<file path="src/rtl/decrypter_stream.sv">
// Streaming byte decrypter: two-stage valid/ready pipeline with a key-swap FSM
// and a per-message length counter driven by the 0x00 terminator.
module decrypter_stream #(
    parameter int unsigned CNT_W = 16
) (
    input  logic             clk,
    input  logic             reset,
    input  logic [7:0]       key_in,
    input  logic             key_load,
    output logic             key_ok,
    input  logic [7:0]       in_data,
    input  logic             in_valid,
    output logic             in_ready,
    output logic [7:0]       out_data,
    output logic             out_valid,
    input  logic             out_ready,
    output logic             msg_done,
    output logic [CNT_W-1:0] msg_len
);

    typedef enum logic [1:0] {StIdle, StActive, StLoad} stateT;

    stateT            stateQ, stateD;
    logic [7:0]       keyQ, keyD;
    logic [7:0]       pendKeyQ, pendKeyD;
    logic             s1ValidQ;
    logic [7:0]       s1DataQ;
    logic [7:0]       s1KeyQ;
    logic             s2ValidQ;
    logic [7:0]       s2DataQ;
    logic [CNT_W-1:0] cntQ;
    logic [CNT_W-1:0] msgLenQ;
    logic             msgDoneQ;

    logic inReady;
    logic pipeEmpty;
    logic s2Load;
    logic accept;
    logic handoff;
    logic isTerm;

    // Cipher 0x00 is passed through untouched so it always terminates a message.
    function automatic logic [7:0] decodeByte(input logic [7:0] c, input logic [7:0] k);
        logic [7:0] p;
        p = c ^ k;
        if (c == 8'h00) begin
            return 8'h00;
        end
        return {p[7], ~p[6], p[3], ~p[4], p[1], ~p[2], p[5], ~p[0]};
    endfunction

    assign pipeEmpty = !s1ValidQ && !s2ValidQ;
    assign s2Load    = !s2ValidQ || out_ready;
    assign accept    = in_valid && inReady;
    assign handoff   = s2ValidQ && out_ready;
    assign isTerm    = (s2DataQ == 8'h00);

    always_comb begin
        stateD   = stateQ;
        keyD     = keyQ;
        pendKeyD = pendKeyQ;
        inReady  = 1'b0;
        unique case (stateQ)
            StIdle: begin
                if (key_load) begin
                    keyD   = key_in;
                    stateD = StActive;
                end
            end
            StActive: begin
                if (key_load) begin
                    if (pipeEmpty) begin
                        keyD = key_in;
                    end else begin
                        pendKeyD = key_in;
                        stateD   = StLoad;
                    end
                end else begin
                    inReady = !(s1ValidQ && s2ValidQ && !out_ready);
                end
            end
            StLoad: begin
                // Bytes already in flight keep their own key; swap only once drained.
                if (pipeEmpty) begin
                    keyD   = pendKeyQ;
                    stateD = StActive;
                end
            end
            default: stateD = StIdle;
        endcase
    end

    always_ff @(posedge clk) begin
        if (reset) begin
            stateQ   <= StIdle;
            keyQ     <= 8'h00;
            pendKeyQ <= 8'h00;
        end else begin
            stateQ   <= stateD;
            keyQ     <= keyD;
            pendKeyQ <= pendKeyD;
        end
    end

    always_ff @(posedge clk) begin
        if (reset) begin
            s1ValidQ <= 1'b0;
            s1DataQ  <= 8'h00;
            s1KeyQ   <= 8'h00;
            s2ValidQ <= 1'b0;
            s2DataQ  <= 8'h00;
        end else begin
            if (s2Load) begin
                s2ValidQ <= s1ValidQ;
                if (s1ValidQ) begin
                    s2DataQ <= decodeByte(s1DataQ, s1KeyQ);
                end
            end
            if (accept) begin
                s1ValidQ <= 1'b1;
                s1DataQ  <= in_data;
                s1KeyQ   <= keyQ;
            end else if (s2Load) begin
                s1ValidQ <= 1'b0;
            end
        end
    end

    always_ff @(posedge clk) begin
        if (reset) begin
            cntQ     <= '0;
            msgLenQ  <= '0;
            msgDoneQ <= 1'b0;
        end else begin
            msgDoneQ <= handoff && isTerm;
            if (handoff) begin
                if (isTerm) begin
                    msgLenQ <= cntQ;
                    cntQ    <= '0;
                end else if (cntQ != {CNT_W{1'b1}}) begin
                    cntQ <= cntQ + CNT_W'(1);
                end
            end
        end
    end

    assign key_ok    = (stateQ == StActive);
    assign in_ready  = inReady;
    assign out_data  = s2DataQ;
    assign out_valid = s2ValidQ;
    assign msg_done  = msgDoneQ;
    assign msg_len   = msgLenQ;

endmodule

</file>
<file path="config.mk">
export PLATFORM = sky130hd
export DESIGN_NAME = decrypter_stream
export DESIGN_NICKNAME = d
export VERILOG_FILES = /design/src/rtl/decrypter_stream.sv
export SDC_FILE = /design/constraint.sdc
export NUM_CORES = 1
export LEC_CHECK = 0
export ABC_AREA = 1
export BUFFER_PORTS_ARGS = -buffer_cell sky130_fd_sc_hd__buf_2
export CAP_MARGIN = 20
export CORE_UTILIZATION = 50
export CTS_CLUSTER_SIZE = 24
export DETAILED_ROUTE_END_ITERATION = 8
export PLACE_DENSITY = 0.81
export SYNTH_ARGS = -nofsm -noshare
export SYNTH_HDL_FRONTEND = slang
export SYNTH_SLANG_ARGS = --single-unit
</file>
<file path="constraint.sdc">
create_clock -name clk -period 3 [get_ports clk]
set_input_delay 0.15 -clock clk [delete_from_list [all_inputs] [get_ports clk]]
set_output_delay 0.15 -clock clk [all_outputs]
set_load 0.03 [all_outputs]
</file>
==> results of run 1 <==
per-stage QoR:
step / instance area (µm²) / power [W] / setup WS, ps / hold WS, ps / std cells
after floorplan: 3430 / 0.00118 / 1330 / 317 / 447
after global placement: 3670 / 0.00122 / 1080 / 423 / 554
after detailed placement: 3700 / 0.00123 / 1000 / 424 / 555
after CTS: 3880 / 0.00194 / 990 / 48.9 / 571
after global routing: 3880 / 0.00201 / 863 / 65.1 / 571
final: 3880 / 0.00193 / 990 / 54.4 / 571
where the power goes:
part           internal (W)  switching, W  total, W
Combinational     0.0000515     0.0000994  0.000151
Sequential          0.00104     0.0000139   0.00106
Clock              0.000327      0.000400  0.000727
cells in the final DEF, fill, tap and decap left out:
cell and count:
ha_1 1, nand2_4 3, buf_16 1, o21ai_0 44
clkinv_4 2, nor4_1 2, o22ai_1 1, a21oi_1 47
inv_1 28, o211a_1 8, nand2_2 14, clkbuf_8 10
buf_4 1, xor2_1 8, inv_2 3, xnor2_1 4
nand4_1 4, buf_2 48, dfxtp_1 77, nor2_4 3
nor2_1 49, nor2_8 1, clkinv_2 1, nor3_2 1
a21oi_2 11, clkinvlp_4 2, nor2_2 2, nand2_1 84
inv_6 1, a31oi_4 1, nand3_1 32
layer usage:
layer,vias to the layer above,global-route usage (%),part of all wire (%)
li1,1560,-,-
met1,1403,26.8,44
met2,65,38.1,50
met3,10,7.00,4.9
met4,0,7.55,1.6
met5,-,0,0
flip-flops by register name, indices dropped and copies added, names as in the netlist:
register,flops
cntQ,16
keyQ,8
msg_done,1
msg_len,16
out_data,8
out_valid,1
pendKeyQ,8
s1DataQ,8
s1KeyQ,8
s1ValidQ,1
stateQ,2
logic make-up (layout without fill, tap and decap cells):
kind of cell	after synthesis	in the layout	synth area share (%)
DFF	77	77	44.9
buffers and inverters	50	97	6.35
xor gates and xnor gates	12	12	3.06
adders and majority gates	1	1	0.365
and+or+nand+nor	195	195	26.1
AOI/OAI and AO/OA	112	112	19.2
path summary, 6_finish.rpt:
kind / startpoint / endpoint / cells past startpoint
worst max register to register: stateQ[1] / keyQ[2] / 6
worst min register to register: s1KeyQ[2] / s1KeyQ[2] / 2
worst min-delay path: in_data[2] / s1DataQ[2] / 3
worst max-delay path: stateQ[1] / keyQ[2] / 6
area by class of cell:
| class | instances | share of cell area (%) |
|---|---|---|
| Multi-Input combinational cell | 320 | 43.0 |
| Tap cell | 77 | 2.48 |
| Sequential cell | 77 | 39.7 |
| Inverter | 31 | 3.00 |
| Clock buffer | 10 | 3.54 |
| Clock inverter | 6 | 1.19 |
| Timing Repair Buffer | 50 | 7.09 |
worst max-delay path, delay by kind of cell (launching register included):
kind | cells | cell delay [ps]
simple gates | 2 | 700
buf+inv | 2 | 460
compound gates | 2 | 360
flops | 1 | 390
==> run metrics, run 1 <==
status=complete, but fails checks; failing checks=design-rule violations; Port Buf Inserts=48; Hold WC Path Type=input port to register; largest net degree at the start of global routing=31; GRT Overall Usage=22.3%; CTS tree=built; crit path capture type=register; reg-to-reg slack, setup=around 990 ps; most frequent CP cell=inv_1; Max Root-Sink Buffers=2; EDFF count, synth=0; Worst Skew=approximately 8 ps; syn nets=469; FF+latch area=between 1500 and 2000 µm²; gr ovfl total=0; unrepaired setup endpoints after global routing=no; Root Buffer=clkbuf_8; setup TNS=0 ps; period utilization=between 60% and 70%; Synth Area per Inst=7.68 µm²; Die H=84.8 µm; global-route wire length before repair=roughly 13,000 µm; post-synthesis sequential element count=77; most frequent cell after synthesis=nand2_1; # H-tree levels=3; worst-skew pair later-pin latency=~360 ps; DR pass1 iterations=7; Peak VDD IR=~0.00033 V; crit path cell chain=inv_1, nor2_1, o22ai_1, inv_1, nand3_1, o211a_1; DR vias=3,038; Max FO, Critical Path=16; Cell Pwr Density=about 500 nW/µm²; Final min period=~2000 ps; arrival time worst endpoint=2270 ps; post-detail-place hpwl=approximately 5300 µm; highest clock rate=498 MHz; Relative slew margins=around a third; initial core utilization=52.8%; Final Hold Vio Count=0; footprint of the multi-input gates=approximately 1700 µm²; kind of critical path=register to register; top-level I/O count=49; post-CTS resize count=0; clock sink count=just under 80; Die W=84.8 µm; Fill cells=about 600; Leak=1.66 nW; # setup viols final=0; Synth Warn #=0; Die Area=7200 µm²; post-synth top area cell=dfxtp_1; Mapped Area=between 3000 and 4000 µm²; n_diodes=0; most frequent cells after synthesis=nand2_1 (84), dfxtp_1 (77), nor2_1 (49); vias per inst=between 5 and 6; Routed Antenna Nets=0; register area share after synthesis=roughly 45%; residual DRC count=4; ys async rst share=0%; row count=29; Core Area=approximately 6500 µm²; slowest stage cell on the critical path=nor2_1; vias in the first global route=between 2,000 and 3,000; post-layout util=around 60%; Area Growth Syn to Fin=13.2%; post-synth cell types=28; max_cap viols=0; CP required=3260 ps; starting DRC count in detailed routing=about 190; Layout Nets=slightly above 500; main flop type after synthesis=dfxtp_1; Syn Inst Count=about 450; Post-CTS Hold Fix Bufs=0; synth top area cells=dfxtp_1 (45%), nand2_1 (9.2%), a21oi_1 (6.9%); Synth top area share=44.9%; clock slew seen by the registers of the worst setup and hold paths=roughly 80 ps; CP max stage delay=about 530 ps; Worst setup SP type=register; CTS Buf Count=9; Post-Route WL=between 7000 and 8000 µm; wire length per cell=13.1 µm; postcts setup bufs=0; share of cells above drive strength 1=21.3%; Placer Congestion=between 0.8 and 0.9; worst slew pin tran=slightly below 1000 ps; Slew Viols, Final=0; initial antenna violation count=0
Note: power is estimated with default switching activity, not from simulation.
==> run 2: changes to the inputs <==
ABC_AREA = 0   (was 1)
clock period = 1.9 ns   (was 3 ns; I/O delays follow)
==> run metrics, run 2 <==
GRT Overall Usage=21.9%; vias in the first global route=around 2,600; starting DRC count in detailed routing=163; Area Growth Syn to Fin=18.7%; main flop type after synthesis=dfxtp_1; wire length per cell=between 10 and 15 µm; EDFF count, synth=0; Hold WC Path Type=input port to register; Final Hold Vio Count=0; Slew Viols, Final=0; ys async rst share=0%; residual DRC count=3; initial core utilization=52.9%; Final min period=between 1500 and 2000 ps; Die H=84.9 µm; Final Total Pwr=between 0.002 and 0.003 W; unrepaired setup endpoints after global routing=no; global-route wire length before repair=~12,000 µm; post-synth top area cell=dfxtp_1; kind of critical path=register to register; most frequent cells after synthesis=dfxtp_1 (77), nor2_1 (58), mux2i_1 (41); most frequent cells in the layout=dfxtp_1 (77), nor2_1 (58), buf_2 (48); slowest stage cell on the critical path=or4b_1; Routed Antenna Nets=0; max_cap viols=0; Leak=approximately 1.8 nW; crit path cell chain=ha_1, nand4_1, or2_1, or4b_1, a31oi_1; initial antenna violation count=0; share of cells above drive strength 1=between 20% and 30%; Port Buf Inserts=48; post-route cell area=between 4000 and 5000 µm²; register area share after synthesis=44.9%; dpl cell area=roughly 3800 µm²; Mapped Area=3440 µm²; clock sink count=77; Fill cells=~530; n_diodes=0; Core Area=6490 µm²; Die W=around 85 µm; gr ovfl total=0; largest net degree at the start of global routing=45; Layout Nets=~450; Peak VDD IR=around 0.00051 V; Post-Route WL=7530 µm; Relative slew margins=between 40% and 50%; Synth top area share=between 40% and 50%; # setup viols final=0; crit path capture type=register; syn nets=395; commonest non-fill, non-tap cell in the layout=dfxtp_1; Cell Pwr Density=approximately 730 nW/µm²; DR pass1 iterations=7; Synth Area per Inst=9.21 µm²; Synth Warn #=0; post-synthesis sequential element count=77; period utilization=around 96%; worst slew pin tran=about 800 ps; setup TNS=0 ps; top-level I/O count=49; worst-skew pair later-pin latency=350 ps; Worst setup SP type=register; post-detail-place hpwl=around 5000 µm; failing checks=design-rule violations; Placer Congestion=roughly 0.84; post-synth cell types=47; Root Buffer=clkbuf_8; CP required=approximately 2200 ps; # H-tree levels=3; CP max stage delay=around 480 ps; kind of cell adding the most delay to the critical path=simple AND/OR/NAND/NOR gates; Die Area=between 7000 and 8000 µm²; highest clock rate=~550 MHz; Worst Skew=7.60 ps; vias per inst=between 5 and 6; DR vias=slightly below 3,000; row count=29; synth top area cells=dfxtp_1 (45%), mux2i_1 (12%), nor2_1 (6.3%); Max Root-Sink Buffers=2; Max FO, Critical Path=7; Syn Inst Count=about 370; CTS tree=built; CTS Buf Count=9; arrival time worst endpoint=between 2000 and 2500 ps; most frequent cell after synthesis=dfxtp_1; Crit path buffers/inverters=0; status=complete, but fails checks; clock slew seen by the registers of the worst setup and hold paths=80 ps
-- run 2: changes by cell type after synthesis, moves of 10 or more --
cell	delta
inv_1	-23
o21ai_0	-42
nand2_1	-70
a21oi_2	-11
nand2_2	-14
nand3_1	-20
nor3_1	+18
a21oi_1	-33
a31oi_1	+10
mux2i_1	+41
-- run 2: repair_timing --
action | CTS | global route
hold buffers | 14 | 0
endpoints found under the hold margin | 14 | 0
buffers inserted | 0 | 0
resized for setup | 0 | 3
setup endpoints to repair | 0 | 8
-- run 2: cell families after synthesis --
logic type / after synthesis / synth area share (%)
muxes: 49 / 14.6
AOI/OAI and AO/OA: 56 / 10.7
DFF: 77 / 44.9
xor gates and xnor gates: 8 / 2.04
adders and majority gates: 1 / 0.364
buffers and inverters: 32 / 4.04
and+or+nand+nor: 150 / 23.4
-- run 2: final timing paths --
| path | from | endpoint | slack [ps] | depth (start not counted) |
|---|---|---|---|---|
| setup / recovery | cntQ[0] | cntQ[12] | 80 | 5 |
| hold / removal | in_data[4] | s1DataQ[4] | 30 | 3 |
| setup reg to reg | cntQ[0] | cntQ[12] | 80 | 5 |
| hold reg to reg | msg_len[11] | msg_len[11] | 490 | 2 |
-- run 2: layout make-up --
| cell class | count | area, µm² | share of cell area [%] |
|---|---|---|---|
| Tap cell | 77 | 96.3 | 2.36 |
| Inverter | 5 | 18.8 | 0.460 |
| Multi-Input combinational cell | 264 | 1770 | 43.5 |
| Clock buffer | 9 | 124 | 3.04 |
| Sequential cell | 77 | 1540 | 37.8 |
| Clock inverter | 7 | 41.3 | 1.01 |
| Timing Repair Buffer | 74 | 483 | 11.8 |
-- run 2: worst min-delay path, cell delays in order --
cell,delay (ps)
buf_2,80
mux2i_1,60
nor2_1,110
-- run 2: power breakdown --
part	switching (W)	internal [W]	leakage [nW]
clock	0.000616	0.000467	0.0889
sequential	0.0000208	0.00164	0.623
combinational	0.000128	0.000105	1.08
total	0.000764	0.00221	1.79
-- run 2: per-stage QoR --
stage / util (%) / hold slack (ps) / setup slack [ps] / cells
finish: 62.8 / 32.5 / 79.7 / 513
global route: 62.8 / 37.1 / 4.08 / 513
CTS: 62.5 / 17.7 / 100 / 513
detailed placement: 57.8 / 335 / 111 / 483
global placement: 57.8 / 327 / 169 / 483
floorplan: - / 239 / 140 / 373
-- run 2: routing by layer --
metal,vias up,routed length [µm],GRT usage [%]
li1,1463,-,-
met1,1370,3460,28.8
met2,94,3540,35.0
met3,9,411,5.35
met4,0,111,8.32
met5,-,0,0
==> run 3: changes to the inputs <==
REMOVE_ABC_BUFFERS = 1   (was not set)
==> run metrics, run 3 (synthesis gave the netlist of run 2 again) <==
period utilization=between 90% and 100%; Comb power frac=7.1%; failing checks=design-rule violations; # setup viols final=0; Slew Viols, Final=0; commonest non-fill, non-tap cell in the layout=dfxtp_1; Area Growth Syn to Fin=20.6%; unrepaired setup endpoints after global routing=no; vias per inst=5.68; worst-skew pair later-pin latency=~360 ps; highest clock rate=between 500 and 600 MHz; Relative slew margins=roughly half; clock slew seen by the registers of the worst setup and hold paths=about 80 ps; post-layout util=63.8%; Clk pwr share=between 40% and 50%; DR pass1 iterations=7; status=complete, but fails checks; post-route cell area=roughly 4100 µm²; GRT Overall Usage=around 22%; vias in the first global route=2,846; Worst setup SP type=register; Post-Route WL=about 7400 µm; met3 usage=under 10%; internal power=around 0.0025 W; Port Buf Inserts=48; Sw Share=23.5%; dpl cell area=3750 µm²; Final Hold Vio Count=0; CTS tree=built; Die H=between 80 and 90 µm; setup TNS=0 ps; Routed Antenna Nets=0; Placer Congestion=0.875; DR vias=between 2,000 and 3,000; Peak VDD IR=between 0.0005 and 0.0006 V; Die W=roughly 85 µm; Sequential Power Share=51.0%; switching pwr=0.000767 W; Leak=~1.8 nW; worst slew pin tran=~740 ps; Final min period=around 1800 ps; GR peak layer=met2; met1 Use GR=24.8%; met2 GRT Util=slightly above 40%; arrival time worst endpoint=2070 ps; # H-tree levels=3; n_diodes=0; Layout Nets=about 460; crit path capture type=register; initial antenna violation count=0; CTS Buf Count=9; CP required=approximately 2200 ps; Cell Count, Final, Fillers Out=a little over 500; row count=29; max_cap viols=0; Fill cells=between 500 and 600; Cell Pwr Density=786 nW/µm²; kind of critical path=register to register; clock sink count=77; starting DRC count in detailed routing=between 150 and 200; reg-to-reg slack, setup=around 110 ps; global-route wire length before repair=~13,000 µm; Core Area=~6500 µm²; postcts setup bufs=0; Placed Cells=roughly 480; Worst Skew=roughly 10 ps; wire length per cell=14.5 µm; most frequent cells in the layout=dfxtp_1 (76), nor2_1 (58), buf_2 (48); FF+latch area=roughly 1500 µm²; Hold WC Path Type=input port to register; top-level I/O count=slightly below 50; largest net degree at the start of global routing=just over 40; share of cells above drive strength 1=21.9%; footprint of the multi-input gates=between 1500 and 2000 µm²; Root Buffer=clkbuf_8; Max FO, Critical Path=7; gr ovfl total=0; Max Root-Sink Buffers=2; Die Area=around 7200 µm²; post-detail-place hpwl=5010 µm; residual DRC count=2; initial core utilization=52.9%
-- run 3: changes by cell type in the layout (fill, tap and decap cells not counted), sizes merged --
cell	change
clkinvlp	+1
clkinv	-4
dlygate4sd3	+1
buf	+1
inv	+1
bufinv	+2
-- run 3: layout make-up --
cell class | count | share of cell area (%)
multi-input combinational | 264 | 42.9
sequential | 77 | 37.2
timing repair buffer | 76 | 11.8
clock buffer | 9 | 2.99
clock inverter | 7 | 2.35
tap | 77 | 2.32
inverter | 5 | 0.453
-- run 3: final timing paths --
kind / start / cells past startpoint / to
max: cntQ[1] / 5 / cntQ[14]
min: key_in[5] / 3 / pendKeyQ[5]
max reg2reg: cntQ[1] / 5 / cntQ[14]
min reg2reg: pendKeyQ[7] / 2 / pendKeyQ[7]
-- run 3: metrics by stage --
stage          setup WS [ps]  hold slack [ps]  total power, W
3_5_place_dp            83.6              332         0.00190
6_report                 114             31.4         0.00326
5_1_grt               0.0531             31.4         0.00337
4_1_cts                 63.4             21.4         0.00328
2_1_floorplan           -344              164         0.00182
3_3_place_gp             165              325         0.00190
-- run 3: timing repair --
item                                    4_1_cts  5_1_grt
endpoints found under the hold margin        15        0
gates resized for setup                       0        6
hold buffers                                 15        0
endpoints found under the setup margin        0       13
-- run 3: critical path: stages, from the launching register on --
cell	delay (ps)
dfxtp_1	400
ha_2	230
nand4_1	130
or2_1	310
or4b_1	480
a21oi_1	160
-- run 3: power groups by stage --
| stage | clock, W | combinational (W) | sequential, W |
|---|---|---|---|
| detailed placement | 0 | 0.000201 | 0.00170 |
| finish | 0.00136 | 0.000231 | 0.00166 |
| CTS | 0.00139 | 0.000227 | 0.00166 |
| global placement | 0 | 0.000197 | 0.00170 |
| floorplan | 0 | 0.000116 | 0.00170 |
| global route | 0.00145 | 0.000252 | 0.00167 |
-- run 3: layer usage --
metal / vias to the layer above / share of wire (%)
li1: 1471 / -
met1: 1380 / 43
met5: - / 0
met4: 0 / 1.4
met2: 64 / 52
met3: 10 / 4.1
